**src/rtl/power_sched_pkg.sv**
```systemverilog
// Shared types, constants and helper functions for the switching-activity
// vector scheduler.
package power_sched_pkg;

    localparam int DEF_N_IN       = 4;
    localparam int DEF_CNT_W      = 16;
    localparam int DEF_SETTLE_CYC = 1;
    localparam int SETTLE_W       = 8;

    localparam logic MODE_BIN  = 1'b0;
    localparam logic MODE_GRAY = 1'b1;

    typedef enum logic [1:0] {
        ST_IDLE   = 2'd0,
        ST_SETTLE = 2'd1,
        ST_SAMPLE = 2'd2,
        ST_DONE   = 2'd3
    } state_e;

    function automatic logic [DEF_CNT_W-1:0] popcount(input logic [DEF_N_IN-1:0] v);
        logic [DEF_CNT_W-1:0] c;
        c = {DEF_CNT_W{1'b0}};
        for (int i = 0; i < DEF_N_IN; i++) begin
            c = c + {{(DEF_CNT_W-1){1'b0}}, v[i]};
        end
        return c;
    endfunction

    // Result counters clamp at all-ones instead of wrapping.
    function automatic logic [DEF_CNT_W-1:0] sat_add(input logic [DEF_CNT_W-1:0] a,
                                                     input logic [DEF_CNT_W-1:0] b);
        logic [DEF_CNT_W:0] s;
        s = {1'b0, a} + {1'b0, b};
        return s[DEF_CNT_W] ? {DEF_CNT_W{1'b1}} : s[DEF_CNT_W-1:0];
    endfunction

endpackage

```
**src/rtl/power_vec_gen.sv**
```systemverilog
// Vector index generator: holds the current index and order, and presents the
// following vector (binary or Gray, wrapping modulo 2^N_IN).
module power_vec_gen
    import power_sched_pkg::*;
#(
    parameter int N_IN = DEF_N_IN
) (
    input  logic            clk,
    input  logic            rst_n,
    input  logic            load,
    input  logic            adv,
    input  logic            mode,
    output logic [N_IN-1:0] next_vec
);

    logic [N_IN-1:0] idx_q, idx_d, idx_nxt_s;
    logic            mode_q, mode_d;

    // Next index and mode; load restarts the walk at index 0.
    always_comb begin
        idx_nxt_s = idx_q + {{(N_IN-1){1'b0}}, 1'b1};
        if (load) begin
            idx_d  = {N_IN{1'b0}};
            mode_d = mode;
        end else if (adv) begin
            idx_d  = idx_nxt_s;
            mode_d = mode_q;
        end else begin
            idx_d  = idx_q;
            mode_d = mode_q;
        end
        next_vec = (mode_q == MODE_GRAY) ? (idx_nxt_s ^ (idx_nxt_s >> 1)) : idx_nxt_s;
    end

    // Index and order registers.
    always_ff @(posedge clk or negedge rst_n) begin
        if (!rst_n) begin
            idx_q  <= {N_IN{1'b0}};
            mode_q <= 1'b0;
        end else begin
            idx_q  <= idx_d;
            mode_q <= mode_d;
        end
    end

endmodule

```
**src/rtl/power_vec_scheduler.sv**
```systemverilog
// Walks input vectors into a 4-input sub-circuit, samples its output after a
// settle window and accumulates toggle/ones statistics for power profiling.
module power_vec_scheduler
    import power_sched_pkg::*;
#(
    parameter int N_IN       = DEF_N_IN,
    parameter int CNT_W      = DEF_CNT_W,
    parameter int SETTLE_CYC = DEF_SETTLE_CYC
) (
    input  logic             clk,
    input  logic             rst_n,
    input  logic             start,
    input  logic             mode,
    input  logic [CNT_W-1:0] num_vec,
    input  logic             abort,
    output logic             busy,
    output logic [N_IN-1:0]  dut_in,
    input  logic             dut_out,
    output logic             res_valid,
    input  logic             res_ready,
    output logic [CNT_W-1:0] out_toggles,
    output logic [CNT_W-1:0] in_toggles,
    output logic [CNT_W-1:0] out_ones
);

    localparam logic [SETTLE_W-1:0] SETTLE_LOAD = SETTLE_W'(SETTLE_CYC);
    localparam logic [SETTLE_W-1:0] SETTLE_ONE  = {{(SETTLE_W-1){1'b0}}, 1'b1};
    localparam logic [CNT_W-1:0]    FULL_LAST   = CNT_W'((1 << N_IN) - 1);
    localparam logic [CNT_W-1:0]    CNT_ONE     = {{(CNT_W-1){1'b0}}, 1'b1};
    localparam logic [CNT_W-1:0]    CNT_ZERO    = {CNT_W{1'b0}};

    state_e              state_q, state_d;
    logic                busy_q, busy_d;
    logic                res_valid_q, res_valid_d;
    logic [N_IN-1:0]     dut_in_q, dut_in_d;
    logic [CNT_W-1:0]    out_tog_q, out_tog_d;
    logic [CNT_W-1:0]    in_tog_q, in_tog_d;
    logic [CNT_W-1:0]    ones_q, ones_d;
    logic                prev_out_q, prev_out_d;
    logic                first_q, first_d;
    logic [CNT_W-1:0]    samp_cnt_q, samp_cnt_d;
    logic [CNT_W-1:0]    last_idx_q, last_idx_d;
    logic [SETTLE_W-1:0] settle_q, settle_d;

    logic                gen_load_s, gen_adv_s, abort_hit_s;
    logic [N_IN-1:0]     next_vec_s;

    power_vec_gen #(.N_IN(N_IN)) u_gen (
        .clk      (clk),
        .rst_n    (rst_n),
        .load     (gen_load_s),
        .adv      (gen_adv_s),
        .mode     (mode),
        .next_vec (next_vec_s)
    );

    // Sequencer next-state and counter update logic.
    always_comb begin
        state_d     = state_q;
        busy_d      = busy_q;
        res_valid_d = res_valid_q;
        dut_in_d    = dut_in_q;
        out_tog_d   = out_tog_q;
        in_tog_d    = in_tog_q;
        ones_d      = ones_q;
        prev_out_d  = prev_out_q;
        first_d     = first_q;
        samp_cnt_d  = samp_cnt_q;
        last_idx_d  = last_idx_q;
        settle_d    = settle_q;
        gen_load_s  = 1'b0;
        gen_adv_s   = 1'b0;
        abort_hit_s = abort && ((state_q == ST_SETTLE) || (state_q == ST_SAMPLE));

        case (state_q)
            ST_IDLE: begin
                if (start) begin
                    state_d     = ST_SETTLE;
                    busy_d      = 1'b1;
                    res_valid_d = 1'b0;
                    dut_in_d    = {N_IN{1'b0}};
                    out_tog_d   = CNT_ZERO;
                    in_tog_d    = CNT_ZERO;
                    ones_d      = CNT_ZERO;
                    prev_out_d  = 1'b0;
                    first_d     = 1'b1;
                    samp_cnt_d  = CNT_ZERO;
                    last_idx_d  = (num_vec == CNT_ZERO) ? FULL_LAST : (num_vec - CNT_ONE);
                    settle_d    = SETTLE_LOAD;
                    gen_load_s  = 1'b1;
                end else begin
                    busy_d = 1'b0;
                end
            end
            ST_SETTLE: begin
                if (settle_q <= SETTLE_ONE) begin
                    state_d = ST_SAMPLE;
                end else begin
                    settle_d = settle_q - SETTLE_ONE;
                end
            end
            ST_SAMPLE: begin
                ones_d     = sat_add(ones_q, {{(CNT_W-1){1'b0}}, dut_out});
                out_tog_d  = first_q ? out_tog_q
                                     : sat_add(out_tog_q, {{(CNT_W-1){1'b0}}, dut_out ^ prev_out_q});
                prev_out_d = dut_out;
                first_d    = 1'b0;
                if (samp_cnt_q == last_idx_q) begin
                    state_d = ST_DONE;
                end else begin
                    state_d    = ST_SETTLE;
                    samp_cnt_d = samp_cnt_q + CNT_ONE;
                    gen_adv_s  = 1'b1;
                    dut_in_d   = next_vec_s;
                    in_tog_d   = sat_add(in_tog_q, popcount(next_vec_s ^ dut_in_q));
                    settle_d   = SETTLE_LOAD;
                end
            end
            ST_DONE: begin
                // res_valid follows DONE by one cycle so counters are final when it rises.
                if (res_valid_q && res_ready) begin
                    state_d     = ST_IDLE;
                    busy_d      = 1'b0;
                    res_valid_d = 1'b0;
                end else begin
                    res_valid_d = 1'b1;
                end
            end
            default: begin
                state_d     = ST_IDLE;
                busy_d      = 1'b0;
                res_valid_d = 1'b0;
            end
        endcase

        if (abort_hit_s) begin
            state_d     = ST_IDLE;
            busy_d      = 1'b0;
            res_valid_d = 1'b0;
            dut_in_d    = {N_IN{1'b0}};
            out_tog_d   = CNT_ZERO;
            in_tog_d    = CNT_ZERO;
            ones_d      = CNT_ZERO;
            gen_adv_s   = 1'b0;
        end else begin
            gen_adv_s = gen_adv_s;
        end
    end

    // State, outputs and counters; reset clears everything immediately.
    always_ff @(posedge clk or negedge rst_n) begin
        if (!rst_n) begin
            state_q     <= ST_IDLE;
            busy_q      <= 1'b0;
            res_valid_q <= 1'b0;
            dut_in_q    <= {N_IN{1'b0}};
            out_tog_q   <= CNT_ZERO;
            in_tog_q    <= CNT_ZERO;
            ones_q      <= CNT_ZERO;
            prev_out_q  <= 1'b0;
            first_q     <= 1'b0;
            samp_cnt_q  <= CNT_ZERO;
            last_idx_q  <= CNT_ZERO;
            settle_q    <= {SETTLE_W{1'b0}};
        end else begin
            state_q     <= state_d;
            busy_q      <= busy_d;
            res_valid_q <= res_valid_d;
            dut_in_q    <= dut_in_d;
            out_tog_q   <= out_tog_d;
            in_tog_q    <= in_tog_d;
            ones_q      <= ones_d;
            prev_out_q  <= prev_out_d;
            first_q     <= first_d;
            samp_cnt_q  <= samp_cnt_d;
            last_idx_q  <= last_idx_d;
            settle_q    <= settle_d;
        end
    end

    assign busy        = busy_q;
    assign res_valid   = res_valid_q;
    assign dut_in      = dut_in_q;
    assign out_toggles = out_tog_q;
    assign in_toggles  = in_tog_q;
    assign out_ones    = ones_q;

endmodule

```
**config.mk**
```make
export PLATFORM = sky130hd
export DESIGN_NAME = power_vec_scheduler
export DESIGN_NICKNAME = d
export VERILOG_FILES = /design/src/rtl/power_sched_pkg.sv /design/src/rtl/power_vec_gen.sv /design/src/rtl/power_vec_scheduler.sv
export SDC_FILE = /design/constraint.sdc
export NUM_CORES = 1
export LEC_CHECK = 0
export BUFFER_PORTS_ARGS = -buffer_cell sky130_fd_sc_hd__buf_2
export CAP_MARGIN = 20
export CELL_PAD_IN_SITES_DETAIL_PLACEMENT = 0
export CELL_PAD_IN_SITES_GLOBAL_PLACEMENT = 1
export CORE_MARGIN = 2
export CORE_UTILIZATION = 35
export CTS_CLUSTER_SIZE = 14
export DETAILED_ROUTE_END_ITERATION = 8
export PLACE_DENSITY_LB_ADDON = 0.15
export SKIP_CTS_REPAIR_TIMING = 1
export SLEW_MARGIN = 0
export SYNTH_ARGS = -nofsm -noshare
export SYNTH_HDL_FRONTEND = slang
export SYNTH_SLANG_ARGS = --single-unit
```
**constraint.sdc**
```tcl
create_clock -name clk -period 6.15 [get_ports clk]
set_input_delay 1.23 -clock clk [delete_from_list [all_inputs] [get_ports clk]]
set_output_delay 1.23 -clock clk [all_outputs]
set_load 0.02 [all_outputs]
```
==> results of run 1 <==
## stage by stage
step	instances	cell area (sq um)	util (%)	hold WS (ns)
final	978	7037	40.82	0.5013
after global routing	978	7037	40.82	0.5367
after CTS	978	7037	40.82	0.5118
after detailed placement	962	6704	38.89	0.4964
after global placement	962	6704	38.89	0.4921
after floorplan	687	6160	-	0.4689
## path summary, 6_finish.rpt
path	from	end	slack, ns	cells past startpoint
max	u_gen.idx_q[0]	in_toggles[3]	1.91	14
min	last_idx_q[14]	last_idx_q[14]	0.50	2
max reg2reg	u_gen.idx_q[0]	in_toggles[3]	1.91	14
min reg2reg	last_idx_q[14]	last_idx_q[14]	0.50	2
max in group asynchronous	rst_n	state_q[0]	4.04	2
min in group asynchronous	rst_n	out_toggles[9]	0.91	1
## worst min-delay path, cell delays in order (launching register included)
cell and delay [ns]:
dfrtp_1 0.36, nand2_1 0.05, o21ai_0 0.06
## sequential cells by signal (all words and copies together), names as in the netlist
register and count:
prev_out_q 1, busy 1, dut_in 4, res_valid 1, state_q 2, u_gen.idx_q 4, out_ones 16, last_idx_q 16
in_toggles 16, settle_q 8, u_gen.mode_q 1, samp_cnt_q 16, first_q 1, out_toggles 16
## synthesized netlist by cell type (15+ instances only)
cell type	instances
inv_1	23
xnor2_1	20
dfrtp_1	103
nand3_1	29
a22o_1	18
nor2_1	63
a21oi_1	39
ha_1	16
xor2_1	31
a31oi_1	15
nand2_1	76
o21ai_0	71
clkbuf_1	17
## metal layers
| layer | share of wire, % | vias to the layer above | GRT usage (%) |
|---|---|---|---|
| met5 | 0 | - | 0 |
| met4 | 0.79 | 0 | 4.282 |
| met3 | 4.0 | 8 | 3.481 |
| met2 | 45 | 119 | 28.03 |
| met1 | 50 | 2586 | 25.15 |
| li1 | - | 2592 | - |
## power breakdown
part           switching [W]  total [W]  leakage, nW  internal, W
combinational       0.000645    0.00100         1.69     0.000355
clock               0.000264   0.000642        0.158     0.000379
sequential          0.000109   0.000903         1.39     0.000793
total                0.00102    0.00254         3.24      0.00153
## layout make-up
type                    instances  area share (%)
clock buffers                  11           3.592
clock inverters                 5           1.138
inverters                      23           1.227
multi-input cells             530           47.44
flip-flops and latches        103           36.63
well taps                     225           4.001
repair buffers                 81           5.974
## logic make-up (layout without fill, tap and decap cells)
group	count (synthesis)	in the layout	share of synthesized area, %
xor gates and xnor gates	51	51	7.252
buffers and inverters	54	120	3.961
adders and majority gates	19	19	4.225
DFF	103	103	41.84
AOI/OAI and AO/OA	208	208	22.32
muxes	9	9	1.463
and+or+nand+nor	243	243	18.93
==> run_results.csv, run 1 <==
group,metric,value,unit
sta,max_freq,236.1,MHz
flow_run,cap_violations,0,
status,status,"completed",
final_layout,ff_latch_area,2577,sq um
detailed_routing,ant_nets,0,
final_layout,antennaDiodeCount,0,
place,io_buffers,76,
power,irDropWorstVdd,0.2539,mV
grt,grt_pass1_vias,5142,
logic_synthesis,ys_dominant_reg_cell,"dfrtp_1",
sta,final_hold_viol_count,0,
place,pre_cts_slack,1.984,ns
sta,fin_crit,4.236,ns
die,die_w,136.7,microns
grt,grt_pass1_wl,26260,microns
detailed_routing,drc,0,
clocking,cts_inserted_buffers,9,
clocking,cts.reportedPaths.clkPinSlew,0.07,ns
worst_setup_path,cp-end-kind,"flop",
sta,setup_violations,0,
final_layout,layout_commonest_cell,"dfrtp_1",
die,initial_core_util,35.74,%
die,row_count,48,
grt,grt_max_degree,54,
sta,worst_pin_slew,1.063,ns
logic_synthesis,ys_types,63,
detailed_routing,routed_wl,15920,microns
logic_synthesis,synth_fp_nets,729,
place,hpwl,11240,microns
worst_setup_path,startpoint_type,"flop",
worst_setup_path,crit_top_cell,"fa_1",
grt,grt_usage,17.79,%
logic_synthesis,yosysSeqAreaShare,41.84,%
die,io_pins,77,
sta,finClkSkew,0.01026,ns
clocking,clock_sink_count,103,
worst_setup_path,slowest_stage,"fa_1",
clocking,h-tree-depth,3,
final_layout,drive_above_1_share,15.41,%
grt,grt_overflow,0,
logic_synthesis,syn_avg_cell_area,8.966,sq um
detailed_routing,firstDrtPassIters,6,
final_layout,fin_nets,790,
power,power_leakage,3.237,nW
clocking,cts_tree,"yes",
logic_synthesis,synth_edf_count,0,
worst_setup_path,cp.arrival,4.50,ns
sta,max-slew-margin-rel,28.62,%
logic_synthesis,netlist_instances,687,
clocking,clockBufferDepth,2,
worst_setup_path,crit_type,"flop to flop",
worst_setup_path,slowest_delay,0.47,ns
final_layout,multi_input_area,3338,sq um
logic_synthesis,synth_top_area_share,41.84,%
final_layout,final_cell_mix,"dfrtp_1 (103), nand2_1 (76), buf_2 (75)",
grt,antenna_found_initial,0,
logic_synthesis,synth_area,6160,sq um
sta,drv_slew,0,
clocking,clk_latency,0.36,ns
detailed_routing,viasPerCell,5.424,
hold_path,holdCritPathClass,"flop to flop",
die,dieArea,18680,sq um
sta,timing.final.crit_share,68.87,%
worst_setup_path,crit_required,6.41,ns
detailed_routing,initialDrtViolationCount,312,
sta,fin_setup_tns,0,ns
logic_synthesis,yosysWarnings,0,
die,core,17240,sq um
sta,timing.final.ws_setup,1.914,ns
final_layout,n_fill_cell,1739,
worst_setup_path,crit_chain,"nand3_1 -> xor2_1 -> nand2b_1 -> xnor2_1 -> xnor2_1 -> fa_1 -> fa_1 -> inv_1 -> fa_1 -> nand4_1 -> nor3_1 -> nand3_1 -> a41o_1 -> a211oi_1",
power,p_per_area,361.6,nW/um^2
clocking,root_buffer,"clkbuf_16",
logic_synthesis,yosysTopAreaCell,"dfrtp_1",
die,die_h,136.7,microns
worst_setup_path,path_max_fanout,11,
worst_setup_path,crit_buf_inv,1,
sta,rsz0062_at_grt,"no",
worst_setup_path,path_delay_family,"simple AND/OR/NAND/NOR gates",
logic_synthesis,async_flop_share,100.0,%
detailed_routing,wl_per_cell,16.27,microns
logic_synthesis,synth_seq_cells,103,
detailed_routing,via_count,5305,
place,gp_congestion,0.8118,
power,finalPower,0.002544,W
logic_synthesis,synth_area_leaders,"dfrtp_1 (42%), o21ai_0 (5.8%), nand2_1 (4.6%), xor2_1 (4.4%), nor2_1 (3.8%)",
final_layout,area_growth,14.24,%
Power figures use the tool's default switching activity.
==> inputs of run 2 (changes only) <==
- ABC_AREA: unset -> 1
- clock period: 6.15 -> 4.1 ns (I/O delays scaled with it)
==> run_results.csv, run 2 <==
group,metric,value,unit
final_layout,layout_commonest_cell,"nand2_1",
place,io_buffers,76,
sta,fin_crit,3.591,ns
detailed_routing,viasPerCell,4.723,
power,p_per_area,476.4,nW/um^2
clocking,cts_inserted_buffers,9,
sta,rsz0062_at_grt,"no",
logic_synthesis,ys_dominant_reg_cell,"dfrtp_1",
grt,antenna_found_initial,0,
logic_synthesis,netlist_instances,933,
clocking,cts.reportedPaths.clkPinSlew,0.08,ns
worst_setup_path,crit_chain,"ha_1 -> xor2_1 -> nand3_1 -> nand2_1 -> xor2_1 -> fa_1 -> fa_1 -> inv_1 -> fa_1 -> nand2_1 -> nor2_4 -> nand4_1 -> buf_4 -> nand3_1 -> nand3_1 -> o21ai_0",
detailed_routing,wl_per_cell,13.09,microns
place,hpwl,11830,microns
clocking,clk_latency,0.36,ns
logic_synthesis,synth_most_common_cell,"nand2_1",
die,die_w,141.9,microns
sta,worst_pin_slew,0.6728,ns
detailed_routing,ant_nets,0,
final_layout,multi_input_area,3576,sq um
clocking,root_buffer,"clkbuf_16",
logic_synthesis,synth_top_area_share,38.71,%
worst_setup_path,slowest_delay,0.46,ns
die,io_pins,77,
sta,finClkSkew,0.006639,ns
clocking,clockBufferDepth,2,
clocking,h-tree-depth,3,
sta,final_hold_viol_count,0,
logic_synthesis,yosysWarnings,0,
sta,max_freq,278.4,MHz
worst_setup_path,slowest_stage,"fa_1",
logic_synthesis,syn_avg_cell_area,7.136,sq um
detailed_routing,firstDrtPassIters,4,
grt,grt_max_degree,104,
worst_setup_path,cp-end-kind,"flop",
logic_synthesis,async_flop_share,100.0,%
sta,setup_violations,0,
place,pre_cts_slack,0.3108,ns
detailed_routing,drc,0,
die,initial_core_util,35.59,%
grt,grt_pass1_wl,28230,microns
worst_setup_path,cp.arrival,3.85,ns
logic_synthesis,synth_area,6658,sq um
final_layout,ff_latch_area,2577,sq um
grt,grt_pass1_vias,5696,
logic_synthesis,synth_edf_count,0,
grt,grt_overflow,0,
worst_setup_path,crit_required,4.36,ns
detailed_routing,via_count,5890,
final_layout,final_cell_mix,"nand2_1 (302), o21ai_0 (104), dfrtp_1 (103)",
logic_synthesis,ys_top_cells_by_count,"nand2_1 (302), o21ai_0 (104), dfrtp_1 (103), inv_1 (97), nor2_1 (73)",
sta,max-slew-margin-rel,55.09,%
logic_synthesis,synth_area_leaders,"dfrtp_1 (39%), nand2_1 (17%), o21ai_0 (7.8%), inv_1 (5.5%), nand3_1 (5.1%)",
die,die_h,141.9,microns
detailed_routing,routed_wl,16330,microns
detailed_routing,initialDrtViolationCount,306,
die,core,18710,sq um
final_layout,area_growth,13.98,%
grt,grt_usage,17.34,%
final_layout,n_fill_cell,1973,
sta,fin_setup_tns,0,ns
logic_synthesis,synth_fp_nets,975,
sta,timing.final.ws_setup,0.5086,ns
worst_setup_path,crit_type,"flop to flop",
logic_synthesis,yosysTopAreaCell,"dfrtp_1",
worst_setup_path,path_max_fanout,7,
sta,timing.final.crit_share,87.60,%
hold_path,holdCritPathClass,"primary input to async pin",
final_layout,fin_nets,1050,
clocking,clock_sink_count,103,
logic_synthesis,synth_seq_cells,103,
logic_synthesis,yosysSeqAreaShare,38.71,%
status,status,"completed",
die,dieArea,20140,sq um
logic_synthesis,ys_types,41,
flow_run,cap_violations,0,
final_layout,drive_above_1_share,13.43,%
sta,drv_slew,0,
clocking,cts_tree,"yes",
power,irDropWorstVdd,0.2421,mV
power,power_leakage,3.644,nW
final_layout,antennaDiodeCount,0,
die,row_count,50,
place,gp_congestion,0.7869,
worst_setup_path,startpoint_type,"flop",
-- run 2: metrics by stage --
step	hold WS (ns)	area [sq um]	power, W	utilization [%]	std cells
2_1_floorplan	0.4530	6658	0.002428	-	933
3_3_place_gp	0.4711	7262	0.002765	38.82	1228
3_5_place_dp	0.4732	7262	0.002769	38.82	1228
4_1_cts	0.4923	7559	0.003696	40.41	1244
5_1_grt	0.5276	7589	0.003960	40.57	1247
6_report	0.4750	7589	0.003615	40.57	1247
-- run 2: worst paths after layout --
check                                    start               to  slack [ns]  cells after the start
worst min-delay path                     rst_n  out_toggles[15]        0.47                      2
max in group asynchronous                rst_n    last_idx_q[6]        3.12                      2
worst max register to register  u_gen.idx_q[1]   in_toggles[13]        0.51                     16
min in group clk                       first_q          first_q        0.49                      2
worst max-delay path            u_gen.idx_q[1]   in_toggles[13]        0.51                     16
worst min register to register         first_q          first_q        0.49                      2
-- run 2: area by class of cell --
| type | count | share of cell area, % |
|---|---|---|
| multi-input combinational | 709 | 47.12 |
| tap | 234 | 3.858 |
| inverter | 98 | 4.847 |
| clock inverter | 6 | 0.8904 |
| clock buffer | 10 | 3.017 |
| sequential | 103 | 33.97 |
| timing repair buffer | 87 | 6.298 |
-- run 2: worst max-delay path, delay by kind of cell (launching register included) --
family	cells	cell delay, ns
xor+xnor	2	0.43
fa+ha+maj	4	1.27
simple gates	7	0.91
compound gates	1	0.19
buf+inv	2	0.28
flops	1	0.41
-- run 2: cell families after synthesis --
group	after synthesis	synth area share [%]
AND/OR/NAND/NOR	516	33.49
AO/OA/AOI/OAI	126	9.885
buffers and inverters	121	7.686
flip-flops	103	38.71
XOR/XNOR	48	6.315
adder cells (fa/ha/maj)	19	3.909
-- run 2: layer usage --
layer | up-vias | global-route usage, % | wire, microns
met3 | 2 | 3.611 | 421
met2 | 79 | 28.26 | 7527
met5 | - | 0 | 0
met1 | 2657 | 23.90 | 8332
met4 | 0 | 3.684 | 46
li1 | 3152 | - | -
-- run 2: power by group --
group          internal, W  switching [W]  leakage (nW)  total, W
clock             0.000478       0.000415         0.139  0.000893
combinational     0.000436       0.000957          2.11   0.00139
sequential         0.00119       0.000141          1.39   0.00133
